--- src/rtl/crc_frame_ctrl.sv ---
// crc_frame_ctrl
//   Arbitrates two byte-oriented requesters onto a bit-serial 8-bit CRC
//   engine (seed 0xD8, taps 0x44). For every frame it re-seeds the engine
//   and streams the bytes LSB-first with ACTIVE held without a break. It then
//   gathers the 8 serial CRC bits into CRC_OUT and reports DONE and DONE_ID.
//
// Ports
//   CLK, RST          clock, asynchronous active-low reset
//   REQ[1:0]          per-requester frame request, held for the whole frame
//   LEN               {LEN1, LEN0}, byte count minus 1, sampled at grant
//   DIN               {DIN1, DIN0}, current byte of each requester
//   GNT[1:0]          one-hot grant, held until DONE or the end of the flush
//   ACK[1:0]          the current DIN byte was consumed
//   CRC_RST_N         engine reset, registered
//   CRC_ACTIVE/DATA   serial data into the engine
//   CRC_BIT/VALID     serial CRC out of the engine
//   CRC_OUT           assembled CRC; the first bit received is bit 0
//   DONE, ABORT       one-cycle completion / abandon pulses
//   DONE_ID           requester of the last grant
module crc_frame_ctrl #(
  parameter int LEN_W = 4
) (
  input  logic               CLK,
  input  logic               RST,
  input  logic [1:0]         REQ,
  input  logic [2*LEN_W-1:0] LEN,
  input  logic [15:0]        DIN,
  output logic [1:0]         GNT,
  output logic [1:0]         ACK,
  output logic               CRC_RST_N,
  output logic               CRC_ACTIVE,
  output logic               CRC_DATA,
  input  logic               CRC_BIT,
  input  logic               CRC_VALID,
  output logic [7:0]         CRC_OUT,
  output logic               DONE,
  output logic               DONE_ID,
  output logic               ABORT
);

  typedef enum logic [2:0] {S_IDLE, S_SEED, S_SHIFT, S_COLLECT, S_FLUSH} state_t;

  state_t             state_q, state_d;
  logic               ptr_q, ptr_d;
  logic               gid_q, gid_d;
  logic [1:0]         gnt_q, gnt_d;
  logic [LEN_W-1:0]   len_q, len_d;
  logic [LEN_W-1:0]   byte_q, byte_d;
  logic [2:0]         bit_q, bit_d;
  logic [7:0]         sh_q, sh_d;
  logic [7:0]         col_q, col_d;
  logic [7:0]         crc_q, crc_d;
  logic               done_q, done_d;
  logic               abort_q, abort_d;
  logic               rstn_q, rstn_d;
  logic               skip_q, skip_d;

  logic               gsel;
  logic               req_g;
  logic               last_byte;
  logic [7:0]         cur_din;
  logic [7:0]         col_nx;
  logic               ack_c;

  assign req_g     = REQ[gid_q];
  assign cur_din   = gid_q ? DIN[15:8] : DIN[7:0];
  assign last_byte = (byte_q == len_q);
  assign col_nx    = {CRC_BIT, col_q[7:1]};
  // Pointer's requester first, the other one if the pointer's is idle.
  assign gsel      = REQ[ptr_q] ? ptr_q : ~ptr_q;

  always_comb begin
    state_d = state_q;
    ptr_d   = ptr_q;
    gid_d   = gid_q;
    gnt_d   = gnt_q;
    len_d   = len_q;
    byte_d  = byte_q;
    bit_d   = bit_q;
    sh_d    = sh_q;
    col_d   = col_q;
    crc_d   = crc_q;
    done_d  = 1'b0;
    abort_d = 1'b0;
    rstn_d  = 1'b1;
    skip_d  = skip_q;
    case (state_q)
      S_IDLE: begin
        if (|REQ) begin
          gid_d   = gsel;
          gnt_d   = gsel ? 2'b10 : 2'b01;
          len_d   = gsel ? LEN[2*LEN_W-1:LEN_W] : LEN[LEN_W-1:0];
          rstn_d  = 1'b0;           // engine is held in reset for the SEED cycle
          state_d = S_SEED;
        end
      end
      S_SEED: begin
        bit_d = 3'd0;
        if (!req_g) begin
          // The engine never saw ACTIVE, so it will not produce a readout to drain.
          abort_d = 1'b1;
          skip_d  = 1'b1;
          state_d = S_FLUSH;
        end else begin
          sh_d    = cur_din;
          byte_d  = '0;
          state_d = S_SHIFT;
        end
      end
      S_SHIFT: begin
        if (!req_g) begin
          abort_d = 1'b1;
          skip_d  = 1'b0;
          bit_d   = 3'd0;
          state_d = S_FLUSH;
        end else begin
          sh_d  = {1'b0, sh_q[7:1]};
          bit_d = bit_q + 3'd1;       // wraps to 0 at a byte boundary
          if (bit_q == 3'd7) begin
            if (last_byte) begin
              state_d = S_COLLECT;
            end else begin
              // Reload on the same cycle as bit 7 so ACTIVE never gaps.
              sh_d   = cur_din;
              byte_d = byte_q + LEN_W'(1);
            end
          end
        end
      end
      S_COLLECT: begin
        if (CRC_VALID) begin
          col_d = col_nx;
          bit_d = bit_q + 3'd1;
          if (bit_q == 3'd7) begin
            crc_d   = col_nx;
            done_d  = 1'b1;
            gnt_d   = 2'b00;
            ptr_d   = ~gid_q;
            state_d = S_IDLE;
          end
        end
      end
      S_FLUSH: begin
        if (skip_q || (CRC_VALID && bit_q == 3'd7)) begin
          gnt_d   = 2'b00;
          ptr_d   = ~gid_q;
          skip_d  = 1'b0;
          state_d = S_IDLE;
        end else if (CRC_VALID) begin
          bit_d = bit_q + 3'd1;
        end
      end
      default: state_d = S_IDLE;
    endcase
  end

  always_ff @(posedge CLK or negedge RST) begin
    if (!RST) begin
      state_q <= S_IDLE;
      ptr_q   <= 1'b0;
      gid_q   <= 1'b0;
      gnt_q   <= 2'b00;
      len_q   <= '0;
      byte_q  <= '0;
      bit_q   <= 3'd0;
      sh_q    <= 8'h00;
      col_q   <= 8'h00;
      crc_q   <= 8'h00;
      done_q  <= 1'b0;
      abort_q <= 1'b0;
      rstn_q  <= 1'b1;
      skip_q  <= 1'b0;
    end else begin
      state_q <= state_d;
      ptr_q   <= ptr_d;
      gid_q   <= gid_d;
      gnt_q   <= gnt_d;
      len_q   <= len_d;
      byte_q  <= byte_d;
      bit_q   <= bit_d;
      sh_q    <= sh_d;
      col_q   <= col_d;
      crc_q   <= crc_d;
      done_q  <= done_d;
      abort_q <= abort_d;
      rstn_q  <= rstn_d;
      skip_q  <= skip_d;
    end
  end

  // ACK is withheld once the requester has dropped REQ.
  assign ack_c = req_g && ((state_q == S_SEED) ||
                           (state_q == S_SHIFT && bit_q == 3'd7 && !last_byte));

  assign GNT        = gnt_q;
  assign ACK        = gnt_q & {2{ack_c}};
  assign CRC_RST_N  = rstn_q;
  assign CRC_ACTIVE = (state_q == S_SHIFT);
  assign CRC_DATA   = (state_q == S_SHIFT) & sh_q[0];
  assign CRC_OUT    = crc_q;
  assign DONE       = done_q;
  assign DONE_ID    = gid_q;
  assign ABORT      = abort_q;

endmodule
--- config.mk ---
export PLATFORM = sky130hd
export DESIGN_NAME = crc_frame_ctrl
export DESIGN_NICKNAME = d
export VERILOG_FILES = /design/src/rtl/crc_frame_ctrl.sv
export SDC_FILE = /design/constraint.sdc
export NUM_CORES = 1
export LEC_CHECK = 0
export ABC_AREA = 0
export CORE_UTILIZATION = 45
export CTS_CLUSTER_DIAMETER = 100
export DETAILED_ROUTE_END_ITERATION = 8
export GPL_ROUTABILITY_DRIVEN = 1
export HOLD_SLACK_MARGIN = 0.15
export PLACE_DENSITY = 0.69
export SETUP_SLACK_MARGIN = 0.1
export SKIP_LAST_GASP = 1
export SLEW_MARGIN = 20
export SYNTH_ARGS = -nofsm -noshare
export SYNTH_HDL_FRONTEND = slang
export SYNTH_SLANG_ARGS = --single-unit
--- constraint.sdc ---
create_clock -name CLK -period 4.1 [get_ports CLK]
set_input_delay 1.025 -clock CLK [delete_from_list [all_inputs] [get_ports CLK]]
set_output_delay 1.025 -clock CLK [all_outputs]
set_load 0.01 [all_outputs]
==> impl_metrics.yaml, run 1 <==
place:
  dpl_worst_slack_ns: 0.224
  place_congestion: 0.794
  hpwl_mm: 3.10
  port_buffers: 47
route:
  remaining_drc_errors: 0
  drt_iter0_drc: 61
  ant_nets: 0
  viasPerCell: 5.14
  drt_pre_antenna_iters: 4
  vias: 1624
  drt-total-wl_mm: 4.40
  wl_per_cell_microns: 13.9
grt:
  grt_pass1_vias: 1645
  grt_usage_pct: 18.9
  grt_max_degree: 46
  grt-ovfl-total: 0
  antenna_found_initial: 0
  grt_pass1_wl_mm: 7.61
pwr:
  swShare_pct: 35.9
  p_total_mw: 1.55
  irDropWorstVdd_uv: 374
  power_frac_comb_pct: 38.1
  internal-power_uw: 992
  power_density_nw_per_um2: 543
  power_frac_seq_pct: 44.7
  p_sw_uw: 557
  leakage_nw: 1.23
  power_frac_clock_pct: 17.1
sta:
  maxSlewViolCount: 0
  worst_pin_slew_ns: 0.768
  hold_viol: 0
  setup_viol: 0
  finalCriticalPeriod_ns: 3.87
  fin_crit_sh_pct: 94.4
  rsz0062_at_grt: "no"
  tns_ns: 0
  clock.fmax_mhz: 258
  slew_headroom_pct: 47.3
  setup_ws_ns: 0.229
  skew_ns: 0.00689
clocking:
  tritoncts: "built"
  holdBufCountCts: 0
  cts_buffers: 5
  root_buffer: "clkbuf_8"
  clock-sinks: 45
  clk_latency_ns: 0.30
  ctsLongestPathBuffers: 2
  h-tree-depth: 2
  cts_resized: 0
  clkTransAtPathRegs_ns: 0.08
  post_cts_buffers: 0
setup_path:
  arrival_ns: 2.85
  startpoint_type: "primary input"
  cp.required_ns: 3.07
  worst-path-max-fanout: 5
  crit_type: "in -> out"
  cp-end-kind: "primary output"
yosys:
  ys_warn_count: 0
  synth_top_area_share_pct: 49.2
  yosys-top-cells-area: "dfrtp_1 (49%), mux2_2 (8.6%), mux2i_1 (7.2%)"
  ys.flop_type: "dfrtp_1"
  synth_edf_count: 0
  synth_cell_types: 40
  seq_area_frac_synth_pct: 50.4
  synth.most_common_cell: "dfrtp_1"
  netlist_area_sq_um: 2240
  ys_async_sr_fraction_pct: 100
  synth_area_leader_cell: "dfrtp_1"
  yosys-top-cells-count: "dfrtp_1 (44), nand2_1 (27), o21ai_0 (21), mux2_2 (17), mux2i_1 (16)"
  syn_inst: 198
  syn-num-nets: 231
  synth_seq_cells: 45
  avgSynthCellArea_sq_um: 11.3
finish:
  drive_gt1_share_pct: 15.3
  area_delta_synth_final_pct: 27.5
  diodes: 0
  finalNetCount: 281
  fill_cells: 439
  layout.area.seq_sq_um: 1130
  multi_input_area_sq_um: 1030
min_path:
  hold_class: "reg -> reg"
die:
  die_w_microns: 72.5
  num_rows: 25
  core_sq_um: 4750
  die_area_sq_um: 5250
  die_h_microns: 72.5
  initial_core_util_pct: 47.0
  pin_count: 48
job:
  maxCapViolCount: 0
outcome:
  status: "completed"
## power groups by stage
stage | Sequential, mW | Clock [mW] | Combinational (mW)
6_report | 0.693 | 0.265 | 0.591
5_1_grt | 0.715 | 0.296 | 0.660
4_1_cts | 0.692 | 0.275 | 0.599
3_5_place_dp | 0.701 | 0 | 0.592
3_3_place_gp | 0.696 | 0 | 0.584
2_1_floorplan | 0.656 | 0 | 0.442
## registers in the layout (all words and copies together) (netlist names), 2 cells and up
register,cells
sh_q,8
GNT,2
bit_q,3
CRC_OUT,8
state_q,3
len_q,4
byte_q,4
col_q,7
## area by class of cell
cell class | instances | area share, %
Tap cell | 67 | 2.94
Clock buffer | 5 | 2.41
Inverter | 7 | 0.921
Clock inverter | 3 | 0.614
Multi-Input combinational cell | 138 | 36.1
Timing Repair Buffer | 51 | 17.5
Sequential cell | 45 | 39.5
## per-layer routing
layer / global-route usage (%) / wire [microns]
met5: 0 / 0
met1: 26.0 / 2170
met2: 29.7 / 1970
met4: 3.92 / 17
met3: 5.97 / 242
## through the flow
stage / instance area [sq um] / util (%) / cells / hold WS, ns
floorplan: 2240 / - / 198 / 0.457
global placement: 2760 / 58.1 / 308 / 0.472
detailed placement: 2760 / 58.1 / 308 / 0.483
CTS: 2850 / 59.9 / 316 / 0.495
global route: 2850 / 60.0 / 316 / 0.508
finish: 2850 / 60.0 / 316 / 0.491
## cell families after synthesis
group / share of synthesized area (%)
compound gates: 11.2
xor+xnor: 2.35
fa+ha+maj: 1.68
buf+inv: 3.53
flops: 50.4
mux: 15.7
simple gates: 15.1
## critical path, stage by stage
cell	delay, ns
clkdlybuf4s50_1	0.53
mux2_2	0.21
nand3_2	0.11
o21ai_1	0.27
and2_1	0.17
clkdlybuf4s50_1	0.54
## cell usage in the layout, fill, tap and decap left out, drive strengths merged, types with 2 or more instances in the layout
| master | Yosys | routed |
|---|---|---|
| xnor2 | 6 | 6 |
| nor3 | 5 | 5 |
| nand4b | 2 | 2 |
| nand3 | 7 | 7 |
| nor4 | 2 | 2 |
| nor2 | 2 | 2 |
| nand4 | 2 | 2 |
| o221a | 7 | 7 |
| inv | 7 | 7 |
| mux2 | 17 | 17 |
| o21ai | 23 | 23 |
| ha | 3 | 3 |
| clkdlybuf4s50 | 0 | 46 |
| and2 | 3 | 3 |
| nand2b | 2 | 2 |
| a21oi | 2 | 2 |
| nor3b | 2 | 2 |
| and3 | 2 | 2 |
| nand2 | 27 | 27 |
| clkbuf | 1 | 5 |
| clkinv | 0 | 2 |
| dfrtp | 44 | 44 |
| mux2i | 16 | 16 |
| buf | 7 | 5 |
## final timing paths
kind / slack, ns / depth (start not counted) / to / from
min in group asynchronous: 0.71 / 1 / sh_q[1] / RST
hold reg to reg: 0.49 / 1 / bit_q[0] / bit_q[0]
setup / recovery: 0.23 / 6 / ACK[1] / REQ[1]
max in group asynchronous: 3.00 / 1 / CRC_RST_N / RST
setup reg to reg: 2.10 / 6 / sh_q[5] / state_q[1]
hold / removal: 0.49 / 1 / bit_q[0] / bit_q[0]
Power figures use the tool's default switching activity.
==> run 2: changes to the inputs <==
- CTS_CLUSTER_DIAMETER: 100 -> 60
- REMOVE_ABC_BUFFERS: not set -> 1
==> impl_metrics.yaml, run 2 (synthesized netlist as in run 1, its figures left out) <==
outcome:
  status: "completed"
sta:
  fin_crit_sh_pct: 94.7
  skew_ns: 0.00322
  finalCriticalPeriod_ns: 3.88
  worst_pin_slew_ns: 0.585
  maxSlewViolCount: 0
  slew_headroom_pct: 61.0
  setup_viol: 0
  hold_viol: 0
  clock.fmax_mhz: 258
  tns_ns: 0
  rsz0062_at_grt: "no"
clocking:
  clk_latency_ns: 0.29
  tritoncts: "built"
  cts_buffers: 5
  post_cts_buffers: 0
  clock-sinks: 45
  root_buffer: "clkbuf_8"
  clkTransAtPathRegs_ns: 0.08
  ctsLongestPathBuffers: 2
  h-tree-depth: 2
setup_path:
  startpoint_type: "primary input"
  arrival_ns: 2.86
  cp-end-kind: "primary output"
  crit_path_frequent_cell: "clkdlybuf4s50_1"
  worst-path-max-fanout: 7
  crit_chain: "clkdlybuf4s50_1 > mux2_2 > nand3_2 > o21ai_2 > and2_1 > clkdlybuf4s50_1"
  cpPeakStageDelay_ns: 0.54
  slowest_stage: "clkdlybuf4s50_1"
  crit_type: "in -> out"
  cp.required_ns: 3.07
grt:
  grt_max_degree: 46
  grt_pass1_wl_mm: 7.48
  grt-ovfl-total: 0
  antenna_found_initial: 0
  grt_usage_pct: 19.3
  grt_pass1_vias: 1527
finish:
  final_common_cell: "clkdlybuf4s50_1"
  diodes: 0
  area_delta_synth_final_pct: 27.7
  most-common-layout-cells: "clkdlybuf4s50_1 (46), dfrtp_1 (44), nand2_1 (27)"
  drive_gt1_share_pct: 15.7
  finalNetCount: 281
die:
  initial_core_util_pct: 47.0
  die_h_microns: 72.5
  die_area_sq_um: 5250
  pin_count: 48
  core_sq_um: 4750
  num_rows: 25
  die_w_microns: 72.5
pwr:
  irDropWorstVdd_uv: 238
  power_density_nw_per_um2: 544
  leakage_nw: 1.23
  p_total_mw: 1.55
place:
  hpwl_mm: 3.19
  port_buffers: 47
  place_congestion: 0.852
route:
  vias: 1645
  viasPerCell: 5.21
  drt-total-wl_mm: 4.47
  drt_pre_antenna_iters: 5
  ant_nets: 0
  drt_iter0_drc: 99
  remaining_drc_errors: 0
  wl_per_cell_microns: 14.1
job:
  maxCapViolCount: 0
min_path:
  hold_class: "reg -> reg"
==> run 2: final cells by class <==
| cell class | count | area [sq um] |
|---|---|---|
| sequential | 45 | 1130 |
| clock buffer | 5 | 68.8 |
| fill | 427 | 1900 |
| clock inverter | 3 | 17.5 |
| multi-input combinational | 138 | 1030 |
| timing repair buffer | 51 | 498 |
| inverter | 7 | 26.3 |
| tap | 67 | 83.8 |
==> run 2: layer usage <==
layer  routed length [microns]  vias to the layer above  share of wire, %  GRT usage, %
li1                          -                      811                 -             -
met1                      2130                      774                48          26.4
met2                      2030                       54                45          29.3
met3                       248                        6               5.6          5.42
met4                        54                        0               1.2          7.19
met5                         0                        -                 0             0
==> run 2: worst paths after layout <==
path,cells after the start,to,slack (ns),from
max,6,ACK[1],0.22,REQ[1]
min,1,bit_q[0],0.49,bit_q[0]
max reg2reg,6,sh_q[1],2.18,state_q[1]
min reg2reg,1,bit_q[0],0.49,bit_q[0]
max in group asynchronous,1,CRC_RST_N,3.00,RST
min in group asynchronous,1,ptr_q,0.71,RST
==> run 2: critical path, delay by kind of cell <==
family,cells,cell delay (ns)
compound gates,1,0.21
buf+inv,2,1.08
simple gates,2,0.27
mux,1,0.26
==> run 2: where the power goes <==
group	total, mW	internal (mW)	leakage, nW	switching, mW
Combinational	0.593	0.304	0.609	0.289
Sequential	0.694	0.571	0.576	0.123
Clock	0.266	0.118	0.0439	0.148
==> run 2: through the flow <==
stage / std cells / area [sq um] / utilization (%) / hold WS (ns) / worst slack, ns
2_1_floorplan: 190 / 2180 / - / 0.457 / 1.11
3_3_place_gp: 308 / 2760 / 58.1 / 0.469 / 0.171
3_5_place_dp: 308 / 2760 / 58.1 / 0.481 / 0.155
4_1_cts: 316 / 2850 / 59.9 / 0.493 / 0.150
5_1_grt: 316 / 2860 / 60.1 / 0.511 / 0.130
6_report: 316 / 2860 / 60.1 / 0.488 / 0.217
==> run 2: repair_timing <==
action                     CTS  global route
resized for setup            0             1
setup endpoints to repair    0             2
hold buffers                 0             0
==> run 3: changes to the inputs <==
- CAP_MARGIN: not set -> 30
==> impl_metrics.yaml, run 3 (synthesized netlist as in run 1, its figures left out) <==
die:
  core_sq_um: 4750
  die_area_sq_um: 5250
  num_rows: 25
  pin_count: 48
  die_w_microns: 72.5
  die_h_microns: 72.5
  initial_core_util_pct: 47.0
finish:
  fill_cells: 418
  diodes: 0
  finalNetCount: 282
  drive_gt1_share_pct: 16.0
  final_common_cell: "clkdlybuf4s50_1"
  most-common-layout-cells: "clkdlybuf4s50_1 (46), dfrtp_1 (44), nand2_1 (27)"
  area_delta_synth_final_pct: 29.8
pwr:
  leakage_nw: 1.25
  swShare_pct: 35.1
  power_frac_comb_pct: 36.6
  irDropWorstVdd_uv: 299
  p_sw_uw: 571
  power_frac_clock_pct: 20.6
  power_density_nw_per_um2: 562
  power_frac_seq_pct: 42.8
  internal-power_mw: 1.06
place:
  hpwl_mm: 3.28
  place_congestion: 0.852
  port_buffers: 47
  dpl_worst_slack_ns: 0.144
route:
  wl_per_cell_microns: 14.4
  drt_iter0_drc: 139
  vias: 1634
  ant_nets: 0
  remaining_drc_errors: 0
  drt_pre_antenna_iters: 4
  drt-total-wl_mm: 4.58
  viasPerCell: 5.15
job:
  maxCapViolCount: 0
grt:
  grt_pass1_vias: 1527
  grt_max_degree: 33
  grt_usage_pct: 19.6
  antenna_found_initial: 0
  grt_pass1_wl_mm: 7.65
  grt-ovfl-total: 0
sta:
  finalCriticalPeriod_ns: 3.90
  tns_ns: 0
  fin_crit_sh_pct: 95.2
  slew_headroom_pct: 59.7
  rsz0062_at_grt: "no"
  skew_ns: 0.00667
  clock.fmax_mhz: 256
  hold_viol: 0
  setup_ws_ns: 0.196
  maxSlewViolCount: 0
  worst_pin_slew_ns: 0.604
  setup_viol: 0
setup_path:
  r2r_cells: 6
  startpoint: "REQ[1]"
  cp-end-kind: "primary output"
  crit_path_frequent_cell: "clkdlybuf4s50_1"
  endpoint: "ACK[1]"
  startpoint_type: "primary input"
  arrival_ns: 2.88
  ff2ff_setup_slack_ns: 2.14
  regToRegStartpoint: "state_q[1]"
  crit_type: "in -> out"
  slowest_stage: "clkdlybuf4s50_1"
  worst-path-max-fanout: 7
  cp.required_ns: 3.07
  crit_chain: "clkdlybuf4s50_1 > mux2_2 > nand3_2 > o21ai_2 > and2_1 > clkdlybuf4s50_1"
  cpPeakStageDelay_ns: 0.54
  reg2reg_to: "sh_q[1]"
clocking:
  tritoncts: "built"
  h-tree-depth: 2
  ctsLongestPathBuffers: 2
  cts_buffers: 5
  clkTransAtPathRegs_ns: 0.08
  holdBufCountCts: 0
  clk_latency_ns: 0.30
  root_buffer: "clkbuf_8"
  clock-sinks: 45
outcome:
  status: "completed"
min_path:
  hold_class: "reg -> reg"
run 3: changes by cell type in the layout (fill, tap and decap cells not counted):
cell | previous run | this run
clkinv_4 | 0 | 1
clkinv_2 | 2 | 0
buf_4 | 5 | 4
bufinv_16 | 0 | 1
buf_2 | 0 | 1
buf_12 | 0 | 1
run 3: repair_timing:
action | 4_1_cts | 5_1_grt
endpoints found under the setup margin | 0 | 2
resized for setup | 0 | 1
buffers inserted | 0 | 0
endpoints found under the hold margin | 0 | 0
run 3: area by class of cell:
class                           count  area (sq um)  share of cell area, %
Timing Repair Buffer               52           515                   17.8
Multi-Input combinational cell    138          1030                   35.6
Tap cell                           67          83.8                   2.89
Clock inverter                      3          46.3                   1.60
Clock buffer                        5          68.8                   2.37
Sequential cell                    45          1130                   38.9
Inverter                            7          26.3                  0.906
run 3: critical path: cells and delay by family:
family          cells  cell delay [ns]
buf+inv             2             1.08
simple gates        2             0.29
mux                 1             0.26
compound gates      1             0.23
run 3: power by group through the flow:
stage	Combinational, mW	Clock (mW)	Sequential (mW)
floorplan	0.363	0	0.700
global placement	0.582	0	0.700
detailed placement	0.597	0	0.704
CTS	0.600	0.347	0.696
global route	0.668	0.368	0.721
finish	0.596	0.337	0.698
run 3: how the worst min path moves through the flow:
stage	endpoint	slack (ns)	startpoint	cells after the start
2_1_floorplan	bit_q[0]	0.46	bit_q[0]	1
5_1_grt	bit_q[0]	0.51	bit_q[0]	1
3_5_place_dp	bit_q[0]	0.47	bit_q[0]	1
6_report	bit_q[0]	0.48	bit_q[0]	1
4_1_cts	bit_q[0]	0.49	bit_q[0]	1
3_3_place_gp	bit_q[0]	0.47	bit_q[0]	1
run 3: per-layer routing:
metal  track usage [%]  routed length (microns)  vias to the layer above
met2              29.3                     2090                       48
met1              27.5                     2200                      771
met5                 0                        0                        -
met4              6.54                       59                        0
met3              5.56                      228                        6
li1                  -                        -                      809
run 3: through the flow:
| step | cells | utilization (%) | hold slack (ns) | area (sq um) | power, mW |
|---|---|---|---|---|---|
| floorplan | 190 | - | 0.457 | 2180 | 1.06 |
| global placement | 308 | 58.1 | 0.469 | 2760 | 1.28 |
| detailed placement | 309 | 58.5 | 0.472 | 2780 | 1.30 |
| CTS | 317 | 60.9 | 0.485 | 2900 | 1.64 |
| global route | 317 | 61.0 | 0.507 | 2900 | 1.76 |
| finish | 317 | 61.0 | 0.482 | 2900 | 1.63 |
